--- config.mk ---
export PLATFORM = sky130hd
export DESIGN_NAME = vga_out_stage
export DESIGN_NICKNAME = d
export VERILOG_FILES = /design/src/rtl/vga_pkg.sv /design/src/rtl/vga_timing.sv /design/src/rtl/vga_out_stage.sv
export SDC_FILE = /design/constraint.sdc
export NUM_CORES = 1
export LEC_CHECK = 0
export BUFFER_PORTS_ARGS = -buffer_cell sky130_fd_sc_hd__buf_2
export CAP_MARGIN = 20
export CORE_ASPECT_RATIO = 0.9
export CORE_MARGIN = 1
export CORE_UTILIZATION = 40
export CTS_BUF_LIST = sky130_fd_sc_hd__clkbuf_8
export CTS_CLUSTER_DIAMETER = 200
export DETAILED_ROUTE_END_ITERATION = 6
export PLACE_DENSITY = 0.72
export SETUP_SLACK_MARGIN = 0.2
export SYNTH_ARGS = -nofsm -noshare
export SYNTH_HDL_FRONTEND = slang
export SYNTH_SLANG_ARGS = --single-unit
--- constraint.sdc ---
create_clock -name clk -period 3.2 [get_ports clk]
set_input_delay 0.32 -clock clk [delete_from_list [all_inputs] [get_ports clk]]
set_output_delay 0.32 -clock clk [all_outputs]
set_load 0.02 [all_outputs]
--- src/rtl/vga_pkg.sv ---
// Shared types and default 640x480@60 timing for the VGA output stage.
package vga_pkg;

  typedef logic [23:0] rgb_t;

  localparam int DEF_H_ACTIVE = 640;
  localparam int DEF_H_FP     = 16;
  localparam int DEF_H_SYNC   = 96;
  localparam int DEF_H_BP     = 48;
  localparam int DEF_V_ACTIVE = 480;
  localparam int DEF_V_FP     = 10;
  localparam int DEF_V_SYNC   = 2;
  localparam int DEF_V_BP     = 33;
  localparam int DEF_CLK_DIV  = 2;

  typedef enum logic {
    SYNC_WAIT = 1'b0,
    RUN       = 1'b1
  } state_t;

endpackage

--- src/rtl/vga_timing.sv ---
// Pixel-rate divider, raster counters and the combinational decode of the
// counter position (active region, sync pulses, frame origin and end).
module vga_timing
  import vga_pkg::*;
#(
  parameter int H_ACTIVE = DEF_H_ACTIVE,
  parameter int H_FP     = DEF_H_FP,
  parameter int H_SYNC   = DEF_H_SYNC,
  parameter int H_BP     = DEF_H_BP,
  parameter int V_ACTIVE = DEF_V_ACTIVE,
  parameter int V_FP     = DEF_V_FP,
  parameter int V_SYNC   = DEF_V_SYNC,
  parameter int V_BP     = DEF_V_BP,
  parameter int CLK_DIV  = DEF_CLK_DIV
) (
  input  logic clk,
  input  logic reset_n,
  input  logic enable,
  output logic pix_en,
  output logic active,
  output logic origin,
  output logic hs_n,
  output logic vs_n,
  output logic frame_end,
  output logic vga_clk
);

  localparam int H_TOT = H_ACTIVE + H_FP + H_SYNC + H_BP;
  localparam int V_TOT = V_ACTIVE + V_FP + V_SYNC + V_BP;
  // One spare bit so a sync pulse ending exactly at the total still fits.
  localparam int HW = $clog2(H_TOT) + 1;
  localparam int VW = $clog2(V_TOT) + 1;
  localparam int DW = $clog2(CLK_DIV);

  localparam logic [HW-1:0] H_LAST = HW'(H_TOT - 1);
  localparam logic [HW-1:0] H_ACT  = HW'(H_ACTIVE);
  localparam logic [HW-1:0] HS_BEG = HW'(H_ACTIVE + H_FP);
  localparam logic [HW-1:0] HS_END = HW'(H_ACTIVE + H_FP + H_SYNC);
  localparam logic [VW-1:0] V_LAST = VW'(V_TOT - 1);
  localparam logic [VW-1:0] V_ACT  = VW'(V_ACTIVE);
  localparam logic [VW-1:0] VS_BEG = VW'(V_ACTIVE + V_FP);
  localparam logic [VW-1:0] VS_END = VW'(V_ACTIVE + V_FP + V_SYNC);
  localparam logic [DW-1:0] DIV_LAST = DW'(CLK_DIV - 1);
  localparam logic [DW-1:0] DIV_HALF = DW'(CLK_DIV / 2);

  logic [DW-1:0] div;
  logic [DW-1:0] div_nxt;
  logic [HW-1:0] h_cnt;
  logic [VW-1:0] v_cnt;
  logic          h_last;
  logic          v_last;

  always_comb begin
    div_nxt = '0;
    if (enable && (div != DIV_LAST)) div_nxt = div + DW'(1);
  end

  // vga_clk is registered from the next divider value so it is low for the
  // first half of each pixel and rises mid-pixel.
  always_ff @(posedge clk or negedge reset_n) begin
    if (!reset_n) begin
      div     <= '0;
      vga_clk <= 1'b0;
    end else begin
      div     <= div_nxt;
      vga_clk <= (div_nxt >= DIV_HALF);
    end
  end

  assign pix_en = enable && (div == DIV_LAST);
  assign h_last = (h_cnt == H_LAST);
  assign v_last = (v_cnt == V_LAST);

  always_ff @(posedge clk or negedge reset_n) begin
    if (!reset_n) begin
      h_cnt <= '0;
      v_cnt <= '0;
    end else if (!enable) begin
      h_cnt <= '0;
      v_cnt <= '0;
    end else if (pix_en) begin
      if (h_last) begin
        h_cnt <= '0;
        v_cnt <= v_last ? '0 : v_cnt + VW'(1);
      end else begin
        h_cnt <= h_cnt + HW'(1);
      end
    end
  end

  assign active    = (h_cnt < H_ACT) && (v_cnt < V_ACT);
  assign origin    = (h_cnt == '0) && (v_cnt == '0);
  assign hs_n      = !((h_cnt >= HS_BEG) && (h_cnt < HS_END));
  assign vs_n      = !((v_cnt >= VS_BEG) && (v_cnt < VS_END));
  assign frame_end = pix_en && h_last && v_last;

endmodule

--- src/rtl/vga_out_stage.sv ---
// Final VGA pixel stage: locks the incoming RGB stream to the raster, drives
// the registered board pins and counts underflow/misalign events and frames.
module vga_out_stage
  import vga_pkg::*;
#(
  parameter int H_ACTIVE = DEF_H_ACTIVE,
  parameter int H_FP     = DEF_H_FP,
  parameter int H_SYNC   = DEF_H_SYNC,
  parameter int H_BP     = DEF_H_BP,
  parameter int V_ACTIVE = DEF_V_ACTIVE,
  parameter int V_FP     = DEF_V_FP,
  parameter int V_SYNC   = DEF_V_SYNC,
  parameter int V_BP     = DEF_V_BP,
  parameter int CLK_DIV  = DEF_CLK_DIV
) (
  input  logic        clk,
  input  logic        reset_n,
  input  logic        enable,
  input  logic [23:0] pix_data,
  input  logic        pix_sof,
  input  logic        pix_valid,
  output logic        pix_ready,
  output logic [7:0]  vga_r,
  output logic [7:0]  vga_g,
  output logic [7:0]  vga_b,
  output logic        vga_clk,
  output logic        vga_hs,
  output logic        vga_vs,
  output logic        vga_blank_n,
  output logic        vga_sync_n,
  output logic [15:0] underflow_cnt,
  output logic [15:0] frame_cnt,
  output state_t      fsm_state
);

  logic   pix_en;
  logic   active;
  logic   origin;
  logic   hs_n;
  logic   vs_n;
  logic   frame_end;
  state_t state;
  state_t state_nxt;
  logic   take;
  logic   fault;
  rgb_t   rgb_q;

  vga_timing #(
    .H_ACTIVE (H_ACTIVE),
    .H_FP     (H_FP),
    .H_SYNC   (H_SYNC),
    .H_BP     (H_BP),
    .V_ACTIVE (V_ACTIVE),
    .V_FP     (V_FP),
    .V_SYNC   (V_SYNC),
    .V_BP     (V_BP),
    .CLK_DIV  (CLK_DIV)
  ) u_timing (
    .clk       (clk),
    .reset_n   (reset_n),
    .enable    (enable),
    .pix_en    (pix_en),
    .active    (active),
    .origin    (origin),
    .hs_n      (hs_n),
    .vs_n      (vs_n),
    .frame_end (frame_end),
    .vga_clk   (vga_clk)
  );

  always_ff @(posedge clk or negedge reset_n) begin
    if (!reset_n) state <= SYNC_WAIT;
    else          state <= state_nxt;
  end

  // Handshake: a pixel transfers on a cycle where pix_valid && pix_ready;
  // pix_ready depends only on registered state/counters and the offered
  // valid/sof, never on pix_data. While unsynchronised, non-sof pixels are
  // drained immediately and a sof pixel is held until the raster origin.
  always_comb begin
    state_nxt = state;
    pix_ready = 1'b0;
    take      = 1'b0;
    fault     = 1'b0;
    case (state)
      SYNC_WAIT: begin
        if (pix_valid && !pix_sof) begin
          pix_ready = 1'b1;
        end else if (pix_valid && pix_sof && pix_en && origin) begin
          pix_ready = 1'b1;
          take      = 1'b1;
          state_nxt = RUN;
        end
      end
      RUN: begin
        if (pix_en && active) begin
          if (pix_valid && (pix_sof == origin)) begin
            pix_ready = 1'b1;
            take      = 1'b1;
          end else begin
            // Underflow keeps ready high; a misaligned pixel is left unconsumed.
            pix_ready = !pix_valid;
            fault     = 1'b1;
            state_nxt = SYNC_WAIT;
          end
        end
      end
      default: state_nxt = SYNC_WAIT;
    endcase
    if (!enable) state_nxt = SYNC_WAIT;
  end

  // Pins are registered on pix_en from the current position, so every pin
  // shows the same (previous) pixel.
  always_ff @(posedge clk or negedge reset_n) begin
    if (!reset_n) begin
      rgb_q         <= '0;
      vga_hs        <= 1'b1;
      vga_vs        <= 1'b1;
      vga_blank_n   <= 1'b0;
      underflow_cnt <= '0;
      frame_cnt     <= '0;
    end else if (!enable) begin
      rgb_q         <= '0;
      vga_hs        <= 1'b1;
      vga_vs        <= 1'b1;
      vga_blank_n   <= 1'b0;
      underflow_cnt <= '0;
      frame_cnt     <= '0;
    end else if (pix_en) begin
      rgb_q       <= take ? pix_data : '0;
      vga_hs      <= hs_n;
      vga_vs      <= vs_n;
      vga_blank_n <= active;
      if (fault && (underflow_cnt != 16'hFFFF)) underflow_cnt <= underflow_cnt + 16'd1;
      if (frame_end) frame_cnt <= frame_cnt + 16'd1;
    end
  end

  assign {vga_r, vga_g, vga_b} = rgb_q;
  assign vga_sync_n = 1'b0;
  assign fsm_state  = state;

endmodule

; ---- Word-level counts from Yosys, hierarchy flattened
; Cells that the tools add are included.
; Widths: inputs -> output; s select.
[classes]
eq_ne = 8
multipliers = 0
bitwise = 2
n_addsub = 5
shift = 0
n_reduce_logical = 24
div = 0
magnitude_cmp = 7
muxes = 38
[ops]
columns = cell, count
row1 = $mux 16, 6
row2 = $mux 11, 7
row3 = $mux 24, 3
row4 = $add 16x1->16 const B, 2
row5 = $add 11x1->11 const B, 2
row6 = $eq 11x10->1 const B, 2
row7 = $logic_not 11->1, 2
row8 = $lt 11x10->1 const B, 2
row9 = $lt 11x9->1 const B, 2
row10 = $mux 1, 19
row11 = $ne 16x16->1 const B, 1
row12 = $logic_and 1x1->1, 15
row13 = $ge 11x10->1 const B, 1
row14 = $ge 11x9->1 const B, 1
row15 = $ne 2x1->1 const B, 4
row16 = $pmux 1 s2, 3
row17 = $reduce_and 2->1, 3
row18 = $logic_not 1->1, 4
row19 = $not 1->1, 2
row20 = $add 1x1->1 const B, 1
row21 = $eq 1x1->1, 1
row22 = $ge 1x1->1 const B, 1
[word_totals]
reg_bits = 84
wordCells = 95
rom_bits = 0
n_memories = 0
latch_bits = 0
output_inout_bits = 63
input_bits = 29
mem_bits_rw = 0

; ---- Longest topological paths before layout
; Gate-level depths: netlist (run 1).
[logic_depth]
word_depth = 11
mapped_depth = 10

; ---- By module
; A second synthesis (run 1) with hierarchy kept.
[unflattened]
cells_unflattened = 428
hier_area_um2 = 4274.1
[by_module_without_submodules]
columns = mod, cells_per_inst, area_per_inst_um2, instances
row1 = vga_out_stage, 266, 2846.5, 1
row2 = vga_timing, 162, 1427.6, 1

; ---- Least setup slack after synthesis (run 1)
; No wires, ideal clock.
[synth_path]
path_kind = register to register
start = register u_timing.h_cnt[0]
end = register underflow_cnt[0]
required_ns = 3.075
path_stages_with_launch = 10
path_buffers = 1
setup_slack_ns = 0.779
arrival_time_ns = 2.297
cell_sequence = dfrtp_1 inv_1 ha_1 nor4b_1 and4_1 mux2_2 or3_1 buf_2 nand2_1 mux2_2
[synth_between]
elab_chain_cells = 10
word_cells_on_any_way = 13
[synth_lines]
columns = item, line
row1 = start: declaration, vga_timing.sv:48  ; logic [HW-1:0] h_cnt;
row2 = start signal: assignment, vga_timing.sv:86  ; h_cnt <= h_cnt + HW'(1);
row3 = branches (longest 5 deep; another with $lt 11x10->1), n/a
row4 = $mux 1 (*), vga_out_stage.sv:96  ; if (pix_en && active) begin
row5 = $mux 1 (*), vga_out_stage.sv:85  ; case (state)
row6 = $logic_and 1x1->1 (*), vga_out_stage.sv:135  ; if (fault && (underflow_cnt != 16'hFFFF)) underflow_cnt <= underflow_cnt + 16'd1;
row7 = $ne 2x1->1 (no source line) (*), n/a
row8 = $reduce_and 2->1 (no source line) (*), n/a
row9 = end signal: assignment, vga_out_stage.sv:135
row10 = end: declaration, vga_out_stage.sv:31  ; output logic [15:0] underflow_cnt,
; Mark *: on every way between the ends.
; A chain may end at the register's enable or synchronous reset.

; ---- Worst setup path in the final report (run 1)
[layout_path]
start = register u_timing.h_cnt[0]
end = register underflow_cnt[11]
; The elaborated chain is that of the path after synthesis.

==> flow_summary_export.csv, run 1 <==
group,metric,value,unit
setup_path,cpLargestDelayFamily,"simple AND/OR/NAND/NOR gates",
placed_design,dp_slack,0.484,ns
timing,tightest_slew,0.558,ns
placed_design,gp_congestion,0.891,
setup_path,path_buf_inv,2,
routing,drc,0,
synthesis,syn_inst,410,
clocking,clockRootBuffer,"clkbuf_8",
global_routing,grt_max_degree,84,
clocking,htreeDepth,3,
clocking,clk_latency,0.37,ns
timing,finalSetupTns,0,ns
finish,antenna_cells,0,
finish,fill_cells,919,
setup_path,crit_path_end_kind,"flop",
hold_path,min_path_type,"input pin to flop",
finish,layout-drive-gt1-share,25.3,%
setup_path,crit_chain,"inv_1 -> ha_1 -> nor4b_1 -> and4_1 -> mux2_2 -> or3_1 -> buf_4 -> a211oi_2 -> o221a_2",
pwr,power_density,396,mW/mm2
global_routing,grt_use_total,18.4,%
clocking,numCtsBuffers,9,
setup_path,critPathArrivalTime,3.06,ns
placed_design,dp_hpwl,6.29,mm
floorplanning,fp.dieH,98.5,um
clocking,clock_sinks,83,
pwr,power,1.94,mW
floorplanning,start_util,42.0,%
run,maxCapViolCount,0,
floorplanning,num_rows,34,
pwr,peakVddDrop,244,uV
routing,routed_wl,9.17,mm
finish,fin_area,0.00491,mm2
timing,max_freq,362,MHz
clocking,cts_resized,0,
routing,drt_iter0_drc,221,
timing,slew_violations,0,
routing,first_pass_iters,4,
finish,areaGrowthSynthToFinish,18.5,%
synthesis,dominantRegCellSynth,"dfrtp_1",
routing,drtAntennaViolNets,0,
timing,clock_skew,0.0112,ns
timing,rsz0062_at_grt,"false",
global_routing,global_route.overflow_total,0,
outcome,status,"finished clean",
clocking,postCtsSetupBuffers,0,
synthesis,synth_nets,445,
setup_path,critPathMaxFanout,11,
clocking,cts_tree,"yes",
timing,layout_min_cycle_time,2.77,ns
placed_design,placed_cell_area,0.00470,mm2
global_routing,grt_pass1_wl,15.6,mm
timing,final-setup-viol-count,0,
timing,slew_headroom,62.8,%
global_routing,grt_antenna_before_repair,0,
floorplanning,ios,92,
floorplanning,die_w,109,um
synthesis,synth_edf_count,0,
setup_path,critPathKind,"flop to flop",
synthesis,synth_area_per_cell,10.1,um2
timing,hold_viol,0,
floorplanning,dieArea,0.0108,mm2
clocking,clkTransAtPathRegs,0.09,ns
synthesis,ys_warn_count,0,
placed_design,port_buffers,90,
synthesis,ys_types,61,
clocking,cts.path.max_buffers,2,
synthesis,syn_area,0.00414,mm2
routing,via_count,3422,
routing,post_drt_wl_per_cell,14.5,um
setup_path,critPathMaxStageDelay,0.49,ns
setup_path,crit_slowest_cell,"or3_1",
floorplanning,coreArea,0.00987,mm2
synthesis,ys_ff_latch,83,
setup_path,crit_path_start_kind,"flop",
synthesis,ys_seq_area_share,50.2,%
timing,period_share,86.4,%
timing,worst_slack,0.435,ns
global_routing,first_global_vias,3231,
synthesis,async_reset_ff_share,100,%
routing,vias_per_cell,5.42,
setup_path,cp.required,3.50,ns
pwr,p_leak,2.34,nW
finish,nNetsFinal,535,
clocking,hold_buffers,0,
-- state kept, by name, indices dropped and copies added, names as in the netlist --
register and count:
vga_vs 1, u_timing.div 1, vga_hs 1, u_timing.h_cnt 11, u_timing.v_cnt 11, frame_cnt 16
rgb_q 24, fsm_state 1, vga_blank_n 1, underflow_cnt 16
-- final timing paths --
path	start	endpoint	slack (ns)	cells after the start
worst max-delay path	u_timing.h_cnt[0]$_DFFE_PN0P_	underflow_cnt[11]$_DFFE_PN0P_	0.43	9
max in group asynchronous	reset_n	u_timing.h_cnt[5]$_DFFE_PN0P_	2.11	3
worst max register to register	u_timing.h_cnt[0]$_DFFE_PN0P_	underflow_cnt[11]$_DFFE_PN0P_	0.43	9
worst min-delay path	pix_data[22]	rgb_q[22]$_DFFE_PN0P_	0.16	2
worst min register to register	vga_blank_n$_DFFE_PN0P_	vga_blank_n$_DFFE_PN0P_	0.49	2
min in group asynchronous	reset_n	underflow_cnt[4]$_DFFE_PN0P_	0.48	2
-- logic make-up after synthesis --
family / after synthesis / share of synthesized area, %
XOR/XNOR: 22 / 4.65
AND/OR/NAND/NOR: 170 / 22.5
other: 1 / 0.0905
buffers and inverters: 35 / 3.81
AO/OA/AOI/OAI: 90 / 16.1
flip-flops: 83 / 50.2
multiplexers: 3 / 0.785
adder cells (fa/ha/maj): 6 / 1.81
-- placed cells by master (no fill, tap or decap), types with 3 or more instances in the layout --
cell type,netlist,layout
nand2_1,36,36
nor4_1,3,3
or3_1,13,13
dfrtp_1,81,81
o31ai_1,13,13
buf_2,5,89
nand3_1,15,15
o21ai_0,19,19
clkinvlp_4,0,3
a22o_1,24,24
and3_1,8,8
nand4_1,18,18
xor2_1,14,14
xnor2_1,8,8
nand2b_1,3,3
or2_2,3,3
and2_1,12,12
nor2_1,27,27
clkbuf_8,0,9
buf_4,1,7
nor3_1,9,9
inv_1,15,16
o211ai_1,11,11
ha_1,6,6
nor2b_1,7,7
a21boi_0,6,6
-- metal layers --
metal	vias to the layer above	GRT usage (%)	part of all wire, %
met5	-	0	0
met4	0	5.74	1.4
met3	13	5.22	6.2
met2	115	26.9	45
met1	1623	26.3	48
li1	1671	-	-
-- Yosys cell counts (9+ instances only) --
cell type | n | area [um2]
o31ai_1 | 13 | 97.6
a22o_1 | 24 | 210
nand2_1 | 36 | 135
inv_1 | 15 | 56.3
clkbuf_1 | 9 | 33.8
and2_1 | 12 | 75.1
nor2_1 | 27 | 101
or3_1 | 13 | 81.3
xor2_1 | 14 | 123
o211ai_1 | 11 | 82.6
nand3_1 | 15 | 75.1
o21ai_0 | 19 | 95.1
dfrtp_1 | 81 | 2030
nor3_1 | 9 | 45.0
nand4_1 | 18 | 113
-- power by group --
group | total, mW | internal (mW) | switching (mW) | leakage (nW)
registers | 1.08 | 1.07 | 0.0158 | 1.14
clock network | 0.697 | 0.286 | 0.411 | 0.0837
logic | 0.163 | 0.0582 | 0.104 | 1.11
-- cell type report --
cell class              count  area, um2  share of cell area [%]
clock inverters             7       52.6                    1.07
inverters                  16       60.1                    1.22
multi-input cells         292       1900                    38.8
clock buffers               9        124                    2.52
repair buffers             98        528                    10.8
flip-flops and latches     83       2080                    42.4
well taps                 126        158                    3.21
-- through the flow --
stage | hold WS (ns) | instances | utilization [%]
final | 0.165 | 631 | 49.7
after global routing | 0.148 | 631 | 49.7
after CTS | 0.149 | 629 | 49.4
after detailed placement | 0.466 | 613 | 47.6
after global placement | 0.469 | 613 | 47.6
after floorplan | 0.0244 | 410 | -
(Power assumes the default switching activity.)
==> run 2, diff against run 1 <==
--- a/config.mk
+++ b/config.mk
@@ -5,7 +5,7 @@
 export SDC_FILE = /design/constraint.sdc
 export NUM_CORES = 1
 export LEC_CHECK = 0
-export BUFFER_PORTS_ARGS = -buffer_cell sky130_fd_sc_hd__buf_2
+export ABC_AREA = 1
 export CAP_MARGIN = 20
 export CORE_ASPECT_RATIO = 0.9
 export CORE_MARGIN = 1
@@ -13,7 +13,8 @@
 export CTS_BUF_LIST = sky130_fd_sc_hd__clkbuf_8
 export CTS_CLUSTER_DIAMETER = 200
 export DETAILED_ROUTE_END_ITERATION = 6
-export PLACE_DENSITY = 0.72
+export DONT_BUFFER_PORTS = 1
+export PLACE_DENSITY = 0.64
 export SETUP_SLACK_MARGIN = 0.2
 export SYNTH_ARGS = -nofsm -noshare
 export SYNTH_HDL_FRONTEND = slang
==> run 2 against run 1 <==
Synthesized cell count increased by 46%. Die area is 11% higher. First-iteration DRC count is 32% higher. Flip-flop and latch count unchanged. Global-route usage increased by 0.64 points. Power rose by 7.8%. Core utilization down 5.0 points. Worst hold slack lost 0.12 ns. Final cell count increased by 19%.
==> flow_summary_export.csv, run 2 <==
group,metric,value,unit
pwr,p_sw_share,28.6,%
synthesis,ys_seq_area_share,45.2,%
setup_path,critPathKind,"flop to output pin",
setup_path,critPathMaxStageDelay,0.41,ns
routing,routed_wl,10.5,mm
finish,areaGrowthSynthToFinish,6.89,%
setup_path,r2r-start,"underflow_cnt[0]$_DFFE_PN0P_",
routing,drtAntennaViolNets,0,
finish,fin_area,0.00491,mm2
routing,vias_per_cell,5.15,
synthesis,synth_commonest_cells,"nand2_1 (184), dfrtp_1 (81), nor2_1 (63)",
pwr,p_comb_share,8.6,%
timing,period_share,68.8,%
synthesis,ys_ff_latch,83,
floorplanning,start_util,41.8,%
setup_path,endpoint,"pix_ready",
timing,hold_viol,0,
global_routing,grt_pass1_wl,17.9,mm
routing,post_drt_wl_per_cell,14.0,um
synthesis,yosysTopAreaCell,"dfrtp_1",
pwr,share_seq_of_total_power,53.7,%
floorplanning,fp.dieH,104,um
floorplanning,ios,92,
pwr,p_leak,2.31,nW
synthesis,syn_inst,597,
clocking,clkTransAtPathRegs,0.09,ns
floorplanning,die_w,115,um
finish,mostFrequentLayoutCell,"nand2_1",
timing,slew_headroom,49.0,%
routing,drt_iter0_drc,292,
clocking,clk_latency,0.38,ns
synthesis,synth_top_area_share,44.1,%
setup_path,critPathMaxFanout,3,
pwr,peakVddDrop,270,uV
clocking,cts.path.max_buffers,2,
setup_path,crit_chain,"inv_1 -> ha_1 -> nand2_1 -> nor3_1 -> nand4_1 -> nand2_1 -> nand2_1 -> nand2_1",
finish,largest_register_ffs,24,
synthesis,synth_most_common_cell,"nand2_1",
floorplanning,coreArea,0.0110,mm2
finish,top_register,"rgb_q",
synthesis,synth_edf_count,0,
setup_path,crit_path_start_kind,"flop",
synthesis,ys_warn_count,0,
setup_path,crit_path_end_kind,"output pin",
pwr,power,2.09,mW
synthesis,synth_nets,632,
timing,layout_min_cycle_time,2.20,ns
setup_path,r2r_cells,10,
timing,final-setup-viol-count,0,
clocking,clockRootBuffer,"clkbuf_8",
setup_path,cp.required,2.88,ns
synthesis,synth_area_per_cell,7.70,um2
finish,finish.utilization,44.7,%
placed_design,gp_congestion,0.893,
global_routing,grt_antenna_before_repair,0,
finish,layout-drive-gt1-share,8.19,%
global_routing,grtUsageMet3,7.43,%
global_routing,grt_use_total,19.0,%
clocking,htreeDepth,3,
routing,drc,0,
placed_design,dp_slack,1.15,ns
pwr,p_int,1.49,mW
setup_path,crit_slowest_cell,"dfrtp_1",
finish,fill_cells,1094,
setup_path,critPathArrivalTime,1.88,ns
outcome,status,"finished clean",
pwr,p_sw,597,uW
pwr,p_clk_share,37.7,%
run,maxCapViolCount,0,
finish,top_regs,"rgb_q (24), frame_cnt (16), underflow_cnt (16)",
synthesis,yosys-top-cells-area,"dfrtp_1 (44%), nand2_1 (15%), nor2_1 (5.1%), nand3_1 (4.9%), inv_1 (4.6%)",
global_routing,gr-usage-met1,25.1,%
timing,max_freq,454,MHz
setup_path,cp_common_cell,"nand2_1",
finish,nNetsFinal,628,
placed_design,port_buffers,0,
synthesis,async_reset_ff_share,100,%
global_routing,first_global_vias,3744,
timing,tightest_slew,0.765,ns
pwr,power_density,426,mW/mm2
timing,clock_skew,0.0124,ns
synthesis,dominantRegCellSynth,"dfrtp_1",
placed_design,dp_hpwl,7.34,mm
setup_path,r2r_end,"underflow_cnt[6]$_DFFE_PN0P_",
global_routing,grt_max_degree,84,
global_routing,global_route.overflow_total,0,
routing,via_count,3865,
floorplanning,dieArea,0.0119,mm2
hold_path,min_path_type,"input pin to flop",
timing,slew_violations,0,
clocking,numCtsBuffers,9,
timing,rsz0062_at_grt,"false",
global_routing,grt-busiest-layer,"met2",
synthesis,syn_area,0.00460,mm2
setup_path,r2r_slack,1.12,ns
global_routing,use_met2,28.8,%
timing,worst_slack,0.997,ns
finish,antenna_cells,0,
finish,mostFrequentLayoutCells,"nand2_1 (184), dfrtp_1 (81), nor2_1 (62)",
clocking,cts_tree,"yes",
routing,first_pass_iters,5,
timing,finalSetupTns,0,ns
clocking,clock_sinks,83,
floorplanning,num_rows,36,
synthesis,ys_types,40,
setup_path,cp-startpoint,"u_timing.v_cnt[1]$_DFFE_PN0P_",
placed_design,placed_cell_area,0.00467,mm2
==> run 2: power by group through the flow <==
| stage | Clock (mW) | Sequential, mW | Combinational, mW |
|---|---|---|---|
| final | 0.788 | 1.12 | 0.180 |
| after CTS | 0.807 | 1.12 | 0.184 |
| after floorplan | 0 | 1.14 | 0.141 |
| after global placement | 0 | 1.14 | 0.154 |
| after detailed placement | 0 | 1.14 | 0.158 |
| after global routing | 0.862 | 1.13 | 0.213 |
==> run 2: worst min path at each step <==
stage           startpoint                  endpoint  slack, ns  cells past startpoint
2_1_floorplan      reset_n  frame_cnt[0]$_DFFE_PN0P_       0.02                      0
3_3_place_gp       reset_n  frame_cnt[1]$_DFFE_PN0P_       0.03                      0
3_5_place_dp       reset_n  frame_cnt[3]$_DFFE_PN0P_       0.03                      0
4_1_cts        pix_data[7]      rgb_q[7]$_DFFE_PN0P_       0.04                      2
5_1_grt        pix_data[7]      rgb_q[7]$_DFFE_PN0P_       0.03                      2
6_report       pix_data[7]      rgb_q[7]$_DFFE_PN0P_       0.05                      2
==> run 2: cell families after synthesis <==
family / synth area share [%]
simple gates: 35.7
flops: 45.2
buf+inv: 7.57
compound gates: 5.80
xor+xnor: 4.00
fa+ha+maj: 1.63
other cells: 0.0816
==> run 2: what timing repair did <==
action                                  4_1_cts  5_1_grt
gates resized for setup                       0        0
hold buffers                                  2        0
endpoints found under the setup margin        0        0
buffers inserted                              0        0
endpoints found under the hold margin        83        0
==> run 2: per-stage QoR <==
stage | hold WS (ns) | instances
floorplan | 0.0244 | 597
global placement | 0.0302 | 732
detailed placement | 0.0288 | 732
CTS | 0.0381 | 750
global route | 0.0264 | 750
finish | 0.0489 | 750
==> run 2: worst max-delay path: cells and delay by family, from the launching register on <==
family | cells | cell delay, ns
buf+inv | 1 | 0.11
simple gates | 6 | 0.79
flops | 1 | 0.41
fa+ha+maj | 1 | 0.20
==> run 2: area by class of cell <==
class                           instances  area, um2  area share, %
Clock buffer                            9        124           2.52
Clock inverter                          7       77.6           1.58
Inverter                               60        225           4.58
Multi-Input combinational cell        436       2170           44.2
Sequential cell                        83       2080           42.3
Tap cell                              152        190           3.87
Timing Repair Buffer                    3       45.0          0.917
==> run 2: routing by layer <==
metal	up-vias	wire length, um
met5	-	0
met4	0	163
li1	1921	-
met3	14	905
met1	1782	4760
met2	148	4680
==> run 3, diff against run 2 <==
--- a/config.mk
+++ b/config.mk
@@ -5,7 +5,7 @@
 export SDC_FILE = /design/constraint.sdc
 export NUM_CORES = 1
 export LEC_CHECK = 0
-export ABC_AREA = 1
+export ABC_AREA = 0
 export CAP_MARGIN = 20
 export CORE_ASPECT_RATIO = 0.9
 export CORE_MARGIN = 1
==> constraint.sdc (replaced) <==
create_clock -name clk -period 2.1 [get_ports clk]
set_input_delay 0.21 -clock clk [delete_from_list [all_inputs] [get_ports clk]]
set_output_delay 0.21 -clock clk [all_outputs]
set_load 0.02 [all_outputs]
==> run 3 against run 2 <==
The run now ends with hold timing, setup timing left. Core utilization increased by 15 points. Power increased by 45%. Register-to-register slack got worse by 1.4 ns.
==> flow_summary_export.csv, run 3 (synthesis gave the netlist of run 1 again) <==
group,metric,value,unit
setup_path,critPathKind,"flop to flop",
timing,rsz0062_at_grt,"true",
clocking,clockRootBuffer,"clkbuf_8",
routing,drtAntennaViolNets,0,
floorplanning,fp.dieH,98.5,um
setup_path,crit_chain,"inv_1 -> ha_1 -> nor4b_4 -> and4_4 -> mux2_4 -> or3_4 -> buf_8 -> buf_4 -> o211ai_1 -> o31ai_1",
global_routing,grt_max_degree,84,
routing,routed_wl,11.7,mm
global_routing,grt_pass1_wl,18.5,mm
pwr,p_clk_share,35.8,%
finish,top_regs,"rgb_q (24), frame_cnt (16), underflow_cnt (16)",
setup_path,critPathArrivalTime,2.61,ns
clocking,cts_tree,"yes",
pwr,p_sw_share,26.9,%
pwr,power,3.04,mW
timing,slew_violations,0,
clocking,htreeDepth,3,
floorplanning,die_w,109,um
timing,slew_headroom,42.9,%
floorplanning,num_rows,34,
finish,antenna_cells,0,
pwr,p_comb_share,9.7,%
setup_path,critPathMaxStageDelay,0.39,ns
pwr,power_density,519,mW/mm2
clocking,cts.path.max_buffers,2,
finish,finish.utilization,59.3,%
floorplanning,dieArea,0.0108,mm2
clocking,clkTransAtPathRegs,0.09,ns
clocking,clock_sinks,83,
routing,drt_iter0_drc,160,
setup_path,cp.required,2.35,ns
setup_path,critPathMaxFanout,9,
routing,post_drt_wl_per_cell,17.8,um
finish,regArea,0.00208,mm2
finish,multi_input_area,0.00222,mm2
floorplanning,ios,92,
run,maxCapViolCount,0,
setup_path,crit_path_end_kind,"flop",
timing,tightest_slew,0.854,ns
placed_design,dp_cells,590,
pwr,p_int,2.22,mW
placed_design,dp_hpwl,6.96,mm
timing,worst_slack,-0.263,ns
finish,largest_register_ffs,24,
finish,finalNonFillerCells,655,
finish,mostFrequentLayoutCells,"dfrtp_1 (81), buf_4 (67), nand2_1 (33)",
finish,top_register,"rgb_q",
finish,areaGrowthSynthToFinish,41.2,%
finish,fill_cells,811,
pwr,peakVddDrop,450,uV
finish,nNetsFinal,559,
clocking,numCtsBuffers,9,
setup_path,crit_slowest_cell,"dfrtp_1",
global_routing,first_global_vias,3688,
finish,fin_area,0.00585,mm2
finish,layout-drive-gt1-share,33.5,%
routing,drc,0,
timing,layout_min_cycle_time,2.36,ns
timing,period_share,113,%
timing,finalSetupTns,-7.65,ns
clocking,hold_buffers,27,
finish,mostFrequentLayoutCell,"dfrtp_1",
clocking,clk_latency,0.36,ns
placed_design,gp_congestion,0.824,
global_routing,global_route.overflow_total,0,
routing,first_pass_iters,4,
timing,max_freq,423,MHz
pwr,p_leak,2.61,nW
routing,vias_per_cell,5.58,
outcome,status,"finished with violations",
pwr,share_seq_of_total_power,54.5,%
global_routing,grt_use_total,22.2,%
hold_path,min_path_type,"input pin to asynchronous set/reset pin",
placed_design,placed_cell_area,0.00484,mm2
setup_path,crit_path_start_kind,"flop",
timing,hold_ws,-0.471,ns
global_routing,grt_antenna_before_repair,0,
placed_design,port_buffers,0,
floorplanning,coreArea,0.00987,mm2
outcome,violations,"hold timing, setup timing",
setup_path,cpLargestDelayFamily,"simple AND/OR/NAND/NOR gates",
timing,final-setup-viol-count,60,
timing,clock_skew,0.0119,ns
timing,hold_viol,83,
routing,via_count,3653,
floorplanning,start_util,42.0,%
pwr,p_sw,817,uW
setup_path,path_buf_inv,3,
run 3: layer usage:
layer | global-route usage [%] | vias to the layer above | wire length, um
met5 | 0 | - | 0
met1 | 27.8 | 1821 | 5020
met4 | 6.26 | 0 | 168
met3 | 6.15 | 12 | 675
li1 | - | 1725 | -
met2 | 37.3 | 95 | 5780
run 3: layout make-up:
cell class	count	share of cell area, %
clock buffers	9	2.12
flip-flops and latches	83	35.6
well taps	126	2.70
clock inverters	7	1.01
inverters	16	1.03
multi-input cells	292	37.9
repair buffers	122	19.7
run 3: final timing paths:
path / start / end / slack (ns) / cells past startpoint
setup / recovery: u_timing.h_cnt[0]$_DFFE_PN0P_ / underflow_cnt[5]$_DFFE_PN0P_ / -0.26 / 10
hold reg to reg: u_timing.v_cnt[10]$_DFFE_PN0P_ / u_timing.v_cnt[10]$_DFFE_PN0P_ / 0.58 / 2
setup reg to reg: u_timing.h_cnt[0]$_DFFE_PN0P_ / underflow_cnt[5]$_DFFE_PN0P_ / -0.26 / 10
min in group clk: enable / underflow_cnt[15]$_DFFE_PN0P_ / 0.02 / 2
hold / removal: reset_n / underflow_cnt[2]$_DFFE_PN0P_ / -0.47 / 0
max in group asynchronous: reset_n / vga_hs$_DFFE_PN1P_ / 2.33 / 0
run 3: metrics by stage:
| step | hold slack, ns | worst slack [ns] |
|---|---|---|
| finish | -0.471 | -0.263 |
| global route | -0.495 | -0.400 |
| CTS | -0.491 | -0.268 |
| detailed placement | -0.0827 | -0.324 |
| global placement | -0.0825 | -0.322 |
| floorplan | -0.0856 | -0.177 |
run 3: power by group through the flow:
stage          Clock [mW]  Combinational [mW]  Sequential (mW)
6_report             1.09               0.294             1.66
5_1_grt              1.19               0.314             1.66
4_1_cts              1.12               0.276             1.65
3_5_place_dp            0               0.189             1.69
3_3_place_gp            0               0.185             1.69
2_1_floorplan           0               0.112             1.71
run 3: what timing repair did:
action,4_1_cts,5_1_grt
buffers inserted,16,2
pin swaps,34,26
endpoints found under the setup margin,71,77
hold endpoints to repair,131,83
gates cloned,3,1
resized for setup,72,20
